===== config.mk =====
export PLATFORM = sky130hd
export DESIGN_NAME = proc_led_cmd_reader
export DESIGN_NICKNAME = d
export VERILOG_FILES = /design/src/rtl/proc_led_cmd_reader.sv
export SDC_FILE = /design/constraint.sdc
export NUM_CORES = 1
export LEC_CHECK = 0
export BUFFER_PORTS_ARGS = -buffer_cell sky130_fd_sc_hd__clkbuf_2
export CELL_PAD_IN_SITES_DETAIL_PLACEMENT = 0
export CELL_PAD_IN_SITES_GLOBAL_PLACEMENT = 1
export CORE_MARGIN = 10
export CORE_UTILIZATION = 42
export DETAILED_ROUTE_END_ITERATION = 10
export PLACE_DENSITY = 0.77
export SLEW_MARGIN = 20
export SYNTH_ARGS = -nofsm -noshare
export SYNTH_HDL_FRONTEND = slang
export SYNTH_SLANG_ARGS = --single-unit
export TNS_END_PERCENT = 1

===== constraint.sdc =====
create_clock -name clk -period 2.98 [get_ports clk]
set_input_delay 0.596 -clock clk [delete_from_list [all_inputs] [get_ports clk]]
set_output_delay 0.596 -clock clk [all_outputs]
set_load 0.005 [all_outputs]

===== src/rtl/proc_led_cmd_reader.sv =====
// Snoops processor regfile writes to the command register, lights the commanded
// target LED for the commanded time, and reports hit/timeout via valid/ack.
module proc_led_cmd_reader #(
    parameter int unsigned CMD_REG  = 29,
    parameter int unsigned NUM_LEDS = 12,
    parameter int unsigned ON_UNIT  = 100000
) (
    input  logic                clk,
    input  logic                reset_n,
    input  logic                snoop_we,
    input  logic [4:0]          snoop_rd,
    input  logic [31:0]         snoop_data,
    input  logic                btn_hit,
    input  logic                result_ack,
    output logic [NUM_LEDS-1:0] led,
    output logic                target_active,
    output logic                result_valid,
    output logic                result_hit,
    output logic                cmd_err,
    output logic                cmd_overrun
);

    localparam int unsigned PW = (ON_UNIT > 1) ? $clog2(ON_UNIT) : 1;
    localparam logic [PW-1:0] PRE_LAST = PW'(ON_UNIT - 1);

    typedef enum logic [1:0] {
        S_IDLE   = 2'd0,
        S_ARMED  = 2'd1,
        S_REPORT = 2'd2
    } state_t;

    state_t        r_state;
    logic [PW-1:0] r_pre;
    logic [15:0]   r_remaining;
    logic          r_pend_valid;
    logic [3:0]    r_pend_idx;
    logic [15:0]   r_pend_time;

    logic        w_cap;
    logic        w_abort;
    logic [3:0]  w_idx;
    logic [15:0] w_time;
    logic        w_idx_ok;
    logic        w_accept;
    logic        w_reject;
    logic        w_abort_cmd;
    logic        w_pre_wrap;
    logic        w_expire;
    logic        w_pop;
    logic        w_unused_bits;

    // Command decode; an on-time of zero is promoted to one unit.
    assign w_cap         = snoop_we && (snoop_rd == 5'(CMD_REG));
    assign w_abort       = snoop_data[31];
    assign w_idx         = snoop_data[3:0];
    assign w_time        = (snoop_data[19:4] == 16'd0) ? 16'd1 : snoop_data[19:4];
    assign w_idx_ok      = 32'(w_idx) < NUM_LEDS;
    assign w_accept      = w_cap && !w_abort && w_idx_ok;
    assign w_reject      = w_cap && !w_abort && !w_idx_ok;
    assign w_abort_cmd   = w_cap && w_abort;
    assign w_unused_bits = ^snoop_data[30:20];

    assign w_pre_wrap = (r_pre == PRE_LAST);
    assign w_expire   = w_pre_wrap && (r_remaining == 16'd1);

    // Pending entry is consumed when IDLE launches it or ARMED restarts on it.
    assign w_pop = r_pend_valid && !w_abort_cmd &&
                   ((r_state == S_IDLE) ||
                    ((r_state == S_ARMED) && !btn_hit && !w_expire));

    always_ff @(posedge clk) begin
        if (!reset_n) begin
            r_state       <= S_IDLE;
            r_pre         <= '0;
            r_remaining   <= '0;
            r_pend_valid  <= 1'b0;
            r_pend_idx    <= '0;
            r_pend_time   <= '0;
            led           <= '0;
            target_active <= 1'b0;
            result_valid  <= 1'b0;
            result_hit    <= 1'b0;
            cmd_err       <= 1'b0;
            cmd_overrun   <= 1'b0;
        end else begin
            cmd_err <= w_reject;

            // Single-entry pending buffer, newest command wins.
            if (w_accept) begin
                r_pend_valid <= 1'b1;
                r_pend_idx   <= w_idx;
                r_pend_time  <= w_time;
                if (r_pend_valid && !w_pop) begin
                    cmd_overrun <= 1'b1;
                end
            end else if (w_pop || (w_abort_cmd && (r_state == S_IDLE))) begin
                r_pend_valid <= 1'b0;
            end

            case (r_state)
                S_IDLE: begin
                    if (w_pop) begin
                        r_state       <= S_ARMED;
                        r_pre         <= '0;
                        r_remaining   <= r_pend_time;
                        led           <= NUM_LEDS'(1) << r_pend_idx;
                        target_active <= 1'b1;
                    end
                end
                S_ARMED: begin
                    if (w_abort_cmd) begin
                        r_state       <= S_IDLE;
                        led           <= '0;
                        target_active <= 1'b0;
                    end else if (btn_hit || w_expire) begin
                        r_state       <= S_REPORT;
                        led           <= '0;
                        target_active <= 1'b0;
                        result_valid  <= 1'b1;
                        result_hit    <= btn_hit;
                    end else if (w_pop) begin
                        r_pre         <= '0;
                        r_remaining   <= r_pend_time;
                        led           <= NUM_LEDS'(1) << r_pend_idx;
                    end else if (w_pre_wrap) begin
                        r_pre         <= '0;
                        r_remaining   <= r_remaining - 16'd1;
                    end else begin
                        r_pre         <= r_pre + PW'(1);
                    end
                end
                S_REPORT: begin
                    if (result_ack) begin
                        r_state      <= S_IDLE;
                        result_valid <= 1'b0;
                        result_hit   <= 1'b0;
                    end
                end
                default: begin
                    r_state <= S_IDLE;
                end
            endcase
        end
    end

endmodule

==> results of run 1 <==
[cells in the mapped netlist, types with 2 or more instances]
cell type   n
a2111oi_1   2
a211oi_1    6
a21oi_1    41
a22o_1      4
a32o_1      6
and2_1      4
and3_1      6
and4_1      4
buf_2       7
clkbuf_1   12
dfxtp_1    73
ha_1        3
inv_1       7
mux2i_1    11
nand2_1    68
nand2b_1    2
nand3_1     6
nand3b_1    4
nor2_1     43
nor2b_1     4
nor3_1     11
nor4_1      8
o2111ai_1   5
o211ai_1    6
o21a_1      3
o21ai_0     6
o21ai_1     9
o22ai_1     5
o2bb2ai_1   2
o31ai_1     4
o32ai_1     5
or3_1       6
or4_1       3
xor2_1     13
[metal layers]
layer,share of wire (%),vias up,GRT usage (%)
met5,0,-,0
met4,1.2,0,5.656
met3,4.9,9,3.355
met2,42,52,20.79
met1,52,1498,19.52
li1,-,1644,-
[worst paths after layout]
check	to	startpoint	cells after the start	slack [ps]
worst min-delay path	r_pend_time[11]	r_pend_time[11]	2	460
worst min register to register	r_pend_time[11]	r_pend_time[11]	2	460
worst max-delay path	led[4]	r_remaining[1]	8	390
worst max register to register	led[4]	r_remaining[1]	8	390
[cell type report]
class	instances	area [µm²]	area share (%)
clock buffers	9	123.9	3.009
clock inverters	6	107.6	2.614
well taps	105	131.4	3.191
repair buffers	60	332.8	8.085
inverters	8	30.03	0.7295
flip-flops and latches	73	1461	35.50
multi-input cells	319	1929	46.87
[tightest hold or removal path, stage by stage, from the launching register on]
cell and delay (ps):
dfxtp_1 310, nand2_1 50, a21oi_1 50
[cells by family after synthesis]
logic type	Yosys count	synth area share (%)
muxes	11	3.145
AOI/OAI and AO/OA	112	21.80
adders and majority gates	3	1.072
and+or+nand+nor	179	25.59
buffers and inverters	27	3.145
xor gates and xnor gates	14	3.503
DFF	73	41.74
[where the power goes]
group / switching, µW / leakage, µW / total (µW) / internal, µW
Combinational: 37.3 / 0.000846 / 58.6 / 21.3
Clock: 363 / 0.000115 / 912 / 548
Sequential: 0.726 / 0.000588 / 976 / 976
[sequential cells by signal (all words and copies together) (netlist names), 2 cells and up]
| signal | count |
|---|---|
| r_state | 2 |
| led | 12 |
| r_pre | 17 |
| r_pend_time | 16 |
| r_pend_idx | 4 |
| r_remaining | 16 |
[stage by stage]
stage          instances  total power [µW]  worst slack (ps)
6_report             580              1947             389.3
4_1_cts              580              1967             399.7
5_1_grt              580              2018             198.7
2_1_floorplan        419              1024             725.8
3_5_place_dp         565              1058             378.6
3_3_place_gp         565              1057             389.6
==> flow_summary.yaml, run 1 <==
sta:
  tightest_slew_ps: 861.2
  maxSlewHeadroom_pct: 42.20
  clock_skew_ps: 13.16
  rsz0062_at_grt: "false"
  setup_viol: 0
  setup-tns-final_ps: 0
  worst_hold_slack_ps: 462.3
  timing.final.crit_period_ps: 2591
  drv_slew: 0
  fin_crit_sh_pct: 86.94
  hold_violations: 0
  fmax_mhz: 386.0
pwr:
  powerDensity_nw_per_um2: 472.9
  power.leakage_uw: 0.001548
  peakVddDrop_v: 0.0002443
setup_path:
  cp_num_buf_inv: 1
  crit_path_max_incr_delay_ps: 710
  arrival_ps: 2890
  path_cells: "inv_1 -> ha_1 -> nor4b_1 -> and4_1 -> and3_1 -> or3_1 -> o21ai_1 -> a22o_1"
  slowest_stage: "o21ai_1"
  cp_data_required_time_ps: 3280
  critPathTopFamily: "compound AO/OA/AOI/OAI gates"
  critPathLaunchType: "flip-flop"
  crit_type: "reg -> reg"
  crit_fanout: 12
  endpoint_kind: "flip-flop"
global_route:
  grt_use_total_pct: 14.20
  grt_max_degree: 36
  first_global_vias: 3092
  antenna_found_initial: 0
  overflow: 0
  grt_pass1_wl_mm: 15.04
synthesis:
  yosysSeqAreaShare_pct: 41.74
  syn_nets: 464
  avgSynthCellArea_um2: 8.355
  synth_ff_type: "dfxtp_1"
  ys_ff_latch: 73
  async_flop_share_pct: 0
  synth_edf_count: 0
  yosys-top-cells-area: "dfxtp_1, nand2_1, a21oi_1"
  synth_cells: 419
  synth.distinct_cells: 54
  synth_top_area_share_pct: 41.74
  yosysTopAreaCell: "dfxtp_1"
  synth.cell_area_um2: 3501
  yosys_warnings: 0
floorplanning:
  die_w_um: 111.3
  design.die.area_um2: 12390
  start_util_pct: 42.82
  rows: 33
  fp.coreArea_um2: 8175
  pin_count: 59
  fp.dieH_um: 111.3
place:
  place_congestion: 0.8171
  dpl.hpwl_mm: 6.373
  place_area_um2: 3885
  port_buffers: 47
status:
  status: "complete, no violations"
detailed_routing:
  routedWlPerCell_um: 15.08
  drc: 0
  vias_per_cell: 5.522
  drt-pass1-iter-count: 4
  ant_nets: 0
  routed_wl_mm: 8.748
  drt_iter0_drc: 170
  num_vias: 3203
clock_tree:
  clk_latency_ps: 350
  cts_root_buf: "clkbuf_8"
  cts_buffer_depth: 2
  htreeDepth: 3
  hold_buffers: 0
  cts_tree: "done"
  cts_setup_buffers: 0
  cts.sinks: 73
  clk_pin_slew_ps: 80
  cts_buffers: 9
  cts_resized: 0
layout:
  drive_gt1_share_pct: 17.89
  fill_cells: 824
  final_common_cell: "dfxtp_1"
  final_util_pct: 50.35
  fin_nets: 516
  final_cell_mix: "dfxtp_1, nand2_1, clkbuf_2, nor2_1, a21oi_1"
  diodes: 0
  design_area_um2: 4116
  syn2layout_area_growth_pct: 17.58
worst_hold_path:
  holdCritPathClass: "reg -> reg"
run:
  cap_violations: 0
Note: power is estimated with default switching activity, not from simulation.
==> run 2: changes to the inputs <==
==> constraint.sdc (replaced) <==
create_clock -name clk -period 2.98 [get_ports clk]
set_input_delay 0 -clock clk [delete_from_list [all_inputs] [get_ports clk]]
set_output_delay 0 -clock clk [all_outputs]
set_load 0.005 [all_outputs]
==> run 2 against run 1 <==
Against the previous run:
- clock power is 25% lower
- non-clock buffer count is 17 higher
- count of clock-buffer cells in the layout is 1 higher
- fmax is 0.74% lower
- critical path depth is 1 lower
- final area is 3.1% higher
==> flow_summary.yaml, run 2 (synthesis results as in run 1) <==
global_route:
  first_global_vias: 3183
  antenna_found_initial: 0
  grt_use_total_pct: 14.38
  grt_pass1_wl_mm: 15.35
  grt_max_degree: 36
  overflow: 0
layout:
  fin_nets: 533
  diodes: 0
  largest_reg_flops: 17
  drive_gt1_share_pct: 16.02
  final_cell_mix: "dfxtp_1, nand2_1, clkbuf_2, nor2_1, a21oi_1"
  design_area_um2: 4243
  top_register: "r_pre"
  reg.largest.list: "r_pre x17, r_pend_time x16, r_remaining x16"
  instances_no_fill: 598
  final_common_cell: "dfxtp_1"
  syn2layout_area_growth_pct: 21.19
worst_hold_path:
  hold_end: "cmd_err"
  min_from: "snoop_rd[1]"
  whs_path_depth: 3
  holdCritPathClass: "in -> reg"
pwr:
  p_comb_share_pct: 4.7
  power.leakage_uw: 0.001579
  pwr-share-clk_pct: 39.4
  peakVddDrop_v: 0.0002083
  pwr-share-seq_pct: 56.0
  power.switching_uw: 424.8
  internal_power_uw: 1319
  switching_share_pct: 24.36
  powerDensity_nw_per_um2: 410.9
setup_path:
  critPathLaunchType: "flip-flop"
  cp_data_required_time_ps: 3210
  endpoint_kind: "flip-flop"
  arrival_ps: 2840
  reg2reg_to: "r_remaining[9]"
  r2r_slack_ps: 370
  reg2regPathDepth: 7
  crit_fanout: 15
  r2r-start: "r_pre[0]"
  crit_type: "reg -> reg"
detailed_routing:
  drt-pass1-iter-count: 4
  num_vias: 3251
  routed_wl_mm: 8.852
  ant_nets: 0
  vias_per_cell: 5.436
  drt_iter0_drc: 195
  routedWlPerCell_um: 14.80
  drc: 0
clock_tree:
  cts_buffer_depth: 2
  cts_buffers: 9
  cts.sinks: 73
  htreeDepth: 3
  clk_pin_slew_ps: 80
  cts_resized: 0
  clk_latency_ps: 340
  cts_root_buf: "clkbuf_8"
  cts_tree: "done"
floorplanning:
  design.die.area_um2: 12390
  die_w_um: 111.3
  fp.dieH_um: 111.3
  fp.coreArea_um2: 8175
  rows: 33
  pin_count: 59
  start_util_pct: 42.82
run:
  cap_violations: 0
sta:
  fmax_mhz: 383.1
  clock_skew_ps: 11.45
  timing.final.crit_period_ps: 2610
  setup_viol: 0
  maxSlewHeadroom_pct: 45.83
  tightest_slew_ps: 807.1
  hold_violations: 0
  drv_slew: 0
  setup-tns-final_ps: 0
  layout_setup_ws_ps: 369.9
  fin_crit_sh_pct: 87.59
  rsz0062_at_grt: "false"
place:
  place_area_um2: 3840
  dpl.cell_count: 559
  place_ws_ps: 391.3
  port_buffers: 47
  place_congestion: 0.8134
  dpl.hpwl_mm: 6.244
status:
  status: "complete, no violations"
## run 2: cell count changes in the layout (fill, tap and decap cells not counted), sizes merged
cell         change
clkbuf           +1
buf              -6
bufinv           -3
clkinvlp         +2
dlygate4sd3     +23
clkinv           +1
## run 2: worst max-delay path by stage
| stage | slack, ps | from | endpoint |
|---|---|---|---|
| final | 370 | r_pre[0] | r_remaining[9] |
| after global routing | 140 | r_pre[0] | r_remaining[10] |
| after global placement | 410 | r_remaining[1] | r_remaining[4] |
| after floorplan | 850 | r_pre[8] | led[2] |
| after detailed placement | 390 | r_remaining[1] | r_remaining[10] |
| after CTS | 370 | r_pre[0] | r_remaining[2] |
## run 2: power groups by stage
| stage | logic [µW] | clock network, µW | registers, µW |
|---|---|---|---|
| final | 81.3 | 686 | 976 |
| after global routing | 89.9 | 748 | 976 |
| after CTS | 81.3 | 710 | 976 |
| after detailed placement | 57.9 | 0 | 999 |
| after global placement | 56.7 | 0 | 999 |
| after floorplan | 25.6 | 0 | 999 |
## run 2: metrics by stage
step	utilization (%)	total power [µW]	hold WS [ps]
3_5_place_dp	46.97	1057	244.2
2_1_floorplan	-	1024	125.9
4_1_cts	51.90	1767	10.74
5_1_grt	51.90	1814	54.33
3_3_place_gp	46.97	1056	241.2
6_report	51.90	1744	27.34
## run 2: critical path: stages, from the launching register on
cell       delay [ps]
dfxtp_1           390
ha_1              290
nand2_1           140
nor4_4            440
nand2_1           190
a2bb2oi_2         610
nor2_1             90
a2111oi_1         350
## run 2: final cells by class
cell class	count	area, µm²
well taps	105	131.4
clock buffers	10	127.6
clock inverters	6	45.04
fillers	805	3933
repair buffers	77	518.0
multi-input cells	319	1929
flip-flops and latches	73	1461
inverters	8	30.03
## run 2: repair_timing
action,4_1_cts,5_1_grt
hold endpoints to repair,22,0
hold buffers,23,0
buffers inserted,0,0
## run 2: layer usage
layer  up-vias  wire (µm)  GRT usage (%)  part of all wire [%]
met4         0         68          4.370                  0.77
met5         -          0              0                     0
met3         8        518          3.247                   5.9
met1      1503       4355          19.41                    49
met2        74       3911          22.24                    44
li1       1666          -              -                     -
==> run 3: changes to the inputs <==
--- a/config.mk
+++ b/config.mk
@@ -11,7 +11,7 @@
 export CORE_MARGIN = 10
 export CORE_UTILIZATION = 42
 export DETAILED_ROUTE_END_ITERATION = 10
-export PLACE_DENSITY = 0.77
+export PLACE_DENSITY_LB_ADDON = 0.12
 export SLEW_MARGIN = 20
 export SYNTH_ARGS = -nofsm -noshare
 export SYNTH_HDL_FRONTEND = slang
==> run 3 against run 2 <==
Against the previous run:
- clock skew fell by 2.2 ps
- combinational power hardly changed
- first-iteration DRC count shrank 23%
- largest cell class unchanged
- largest power group unchanged
- highest routed layer unchanged
==> flow_summary.yaml, run 3 (synthesis results as in run 1) <==
run:
  cap_violations: 0
layout:
  drive_gt1_share_pct: 16.33
  final_cell_mix: "dfxtp_1, nand2_1, clkbuf_2, nor2_1, a21oi_1"
  reg.largest.list: "r_pre x17, r_pend_time x16, r_remaining x16"
  final_util_pct: 53.08
  top_register: "r_pre"
  largest_reg_flops: 17
  fin_nets: 536
  diodes: 0
  final_common_cell: "dfxtp_1"
  syn2layout_area_growth_pct: 23.95
floorplanning:
  fp.dieH_um: 111.3
  rows: 33
  fp.coreArea_um2: 8175
  pin_count: 59
  start_util_pct: 42.82
  die_w_um: 111.3
  design.die.area_um2: 12390
clock_tree:
  cts_buffer_depth: 2
  cts_buffers: 9
  cts_tree: "done"
  cts_resized: 0
  cts.sinks: 73
  clk_latency_ps: 350
  cts_root_buf: "clkbuf_8"
  htreeDepth: 3
  cts_setup_buffers: 0
  clk_pin_slew_ps: 80
detailed_routing:
  num_vias: 3270
  routedWlPerCell_um: 15.15
  routed_wl_mm: 9.104
  drt_iter0_drc: 151
  drt-pass1-iter-count: 5
  ant_nets: 0
  vias_per_cell: 5.441
  drc: 0
sta:
  clock_skew_ps: 9.284
  setup-tns-final_ps: 0
  maxSlewHeadroom_pct: 43.01
  tightest_slew_ps: 849.2
  setup_viol: 0
  hold_violations: 0
  fmax_mhz: 391.4
  rsz0062_at_grt: "false"
  timing.final.crit_period_ps: 2555
  fin_crit_sh_pct: 85.73
  drv_slew: 0
global_route:
  overflow: 0
  grt_pass1_wl_mm: 15.57
  antenna_found_initial: 0
  first_global_vias: 3130
  grt_max_degree: 36
  grt_use_total_pct: 14.67
place:
  place_congestion: 0.8284
  port_buffers: 47
  dpl.hpwl_mm: 6.324
setup_path:
  arrival_ps: 2860
  path_cells: "inv_1 -> ha_1 -> nor4b_1 -> and4_1 -> and3_1 -> or3_1 -> o21ai_1 -> a22o_1"
  crit_path_max_incr_delay_ps: 700
  slowest_stage: "o21ai_1"
  crit_type: "reg -> reg"
  cp_data_required_time_ps: 3280
  crit_fanout: 12
  endpoint_kind: "flip-flop"
  critPathLaunchType: "flip-flop"
pwr:
  powerDensity_nw_per_um2: 462.4
  peakVddDrop_v: 0.0002084
  power.leakage_uw: 0.001634
worst_hold_path:
  holdCritPathClass: "in -> reg"
status:
  status: "complete, no violations"
## run 3: cell count changes in the layout (fill, tap and decap cells not counted)
cell,previous run,this run
clkbuf_8,9,10
dlygate4sd3_1,23,24
clkinv_4,2,0
bufinv_16,0,3
clkinvlp_4,3,1
buf_4,7,9
## run 3: metal layers
layer | vias to the layer above | track usage (%) | part of all wire [%]
met2 | 74 | 22.39 | 44
met1 | 1511 | 19.55 | 49
met4 | 0 | 5.570 | 1.5
met5 | - | 0 | 0
met3 | 12 | 3.463 | 6.0
li1 | 1673 | - | -
## run 3: cell type report
type / instances / area, µm²
clock buffer: 11 / 141.4
tap: 105 / 131.4
fill: 781 / 3836
multi-input combinational: 319 / 1929
clock inverter: 5 / 102.6
sequential: 73 / 1461
timing repair buffer: 80 / 543.0
inverter: 8 / 30.03
## run 3: metrics by stage
stage	worst slack [ps]	area, µm²	total power [µW]	instances	hold WS (ps)
4_1_cts	387.6	4339	2040	601	125.0
2_1_floorplan	853.8	3501	1024	419	125.9
3_3_place_gp	511.3	3855	1057	561	235.5
5_1_grt	147.5	4339	2075	601	188.2
6_report	425.1	4339	2006	601	143.6
3_5_place_dp	423.1	3855	1058	561	241.9
## run 3: worst paths after layout
path | start | to | slack (ps) | cells after the start
setup / recovery | r_remaining[1] | led[4] | 430 | 8
hold / removal | snoop_rd[1] | r_pend_idx[3] | 140 | 4
setup reg to reg | r_remaining[1] | led[4] | 430 | 8
hold reg to reg | r_pend_time[10] | r_pend_time[10] | 460 | 2
## run 3: report_power, final
part	total [µW]	internal [µW]	switching [µW]	leakage (µW)
combinational	81.5	40.1	41.5	0.000927
clock	949	578	371	0.000120
sequential	976	976	0.726	0.000588
total	2010	1590	413	0.00163
## run 3: what timing repair did
item                                   4_1_cts  5_1_grt
endpoints found under the hold margin       24        0
setup endpoints to repair                    0        0
hold buffers                                24        0
## run 3: critical path: cells and delay by family, from the launching register on
kind                     cells  cell delay, ps
buffers and inverters        1              70
AND/OR/NAND/NOR              4             930
flip-flops                   1             370
adder cells (fa/ha/maj)      1             180
AO/OA/AOI/OAI                2             960
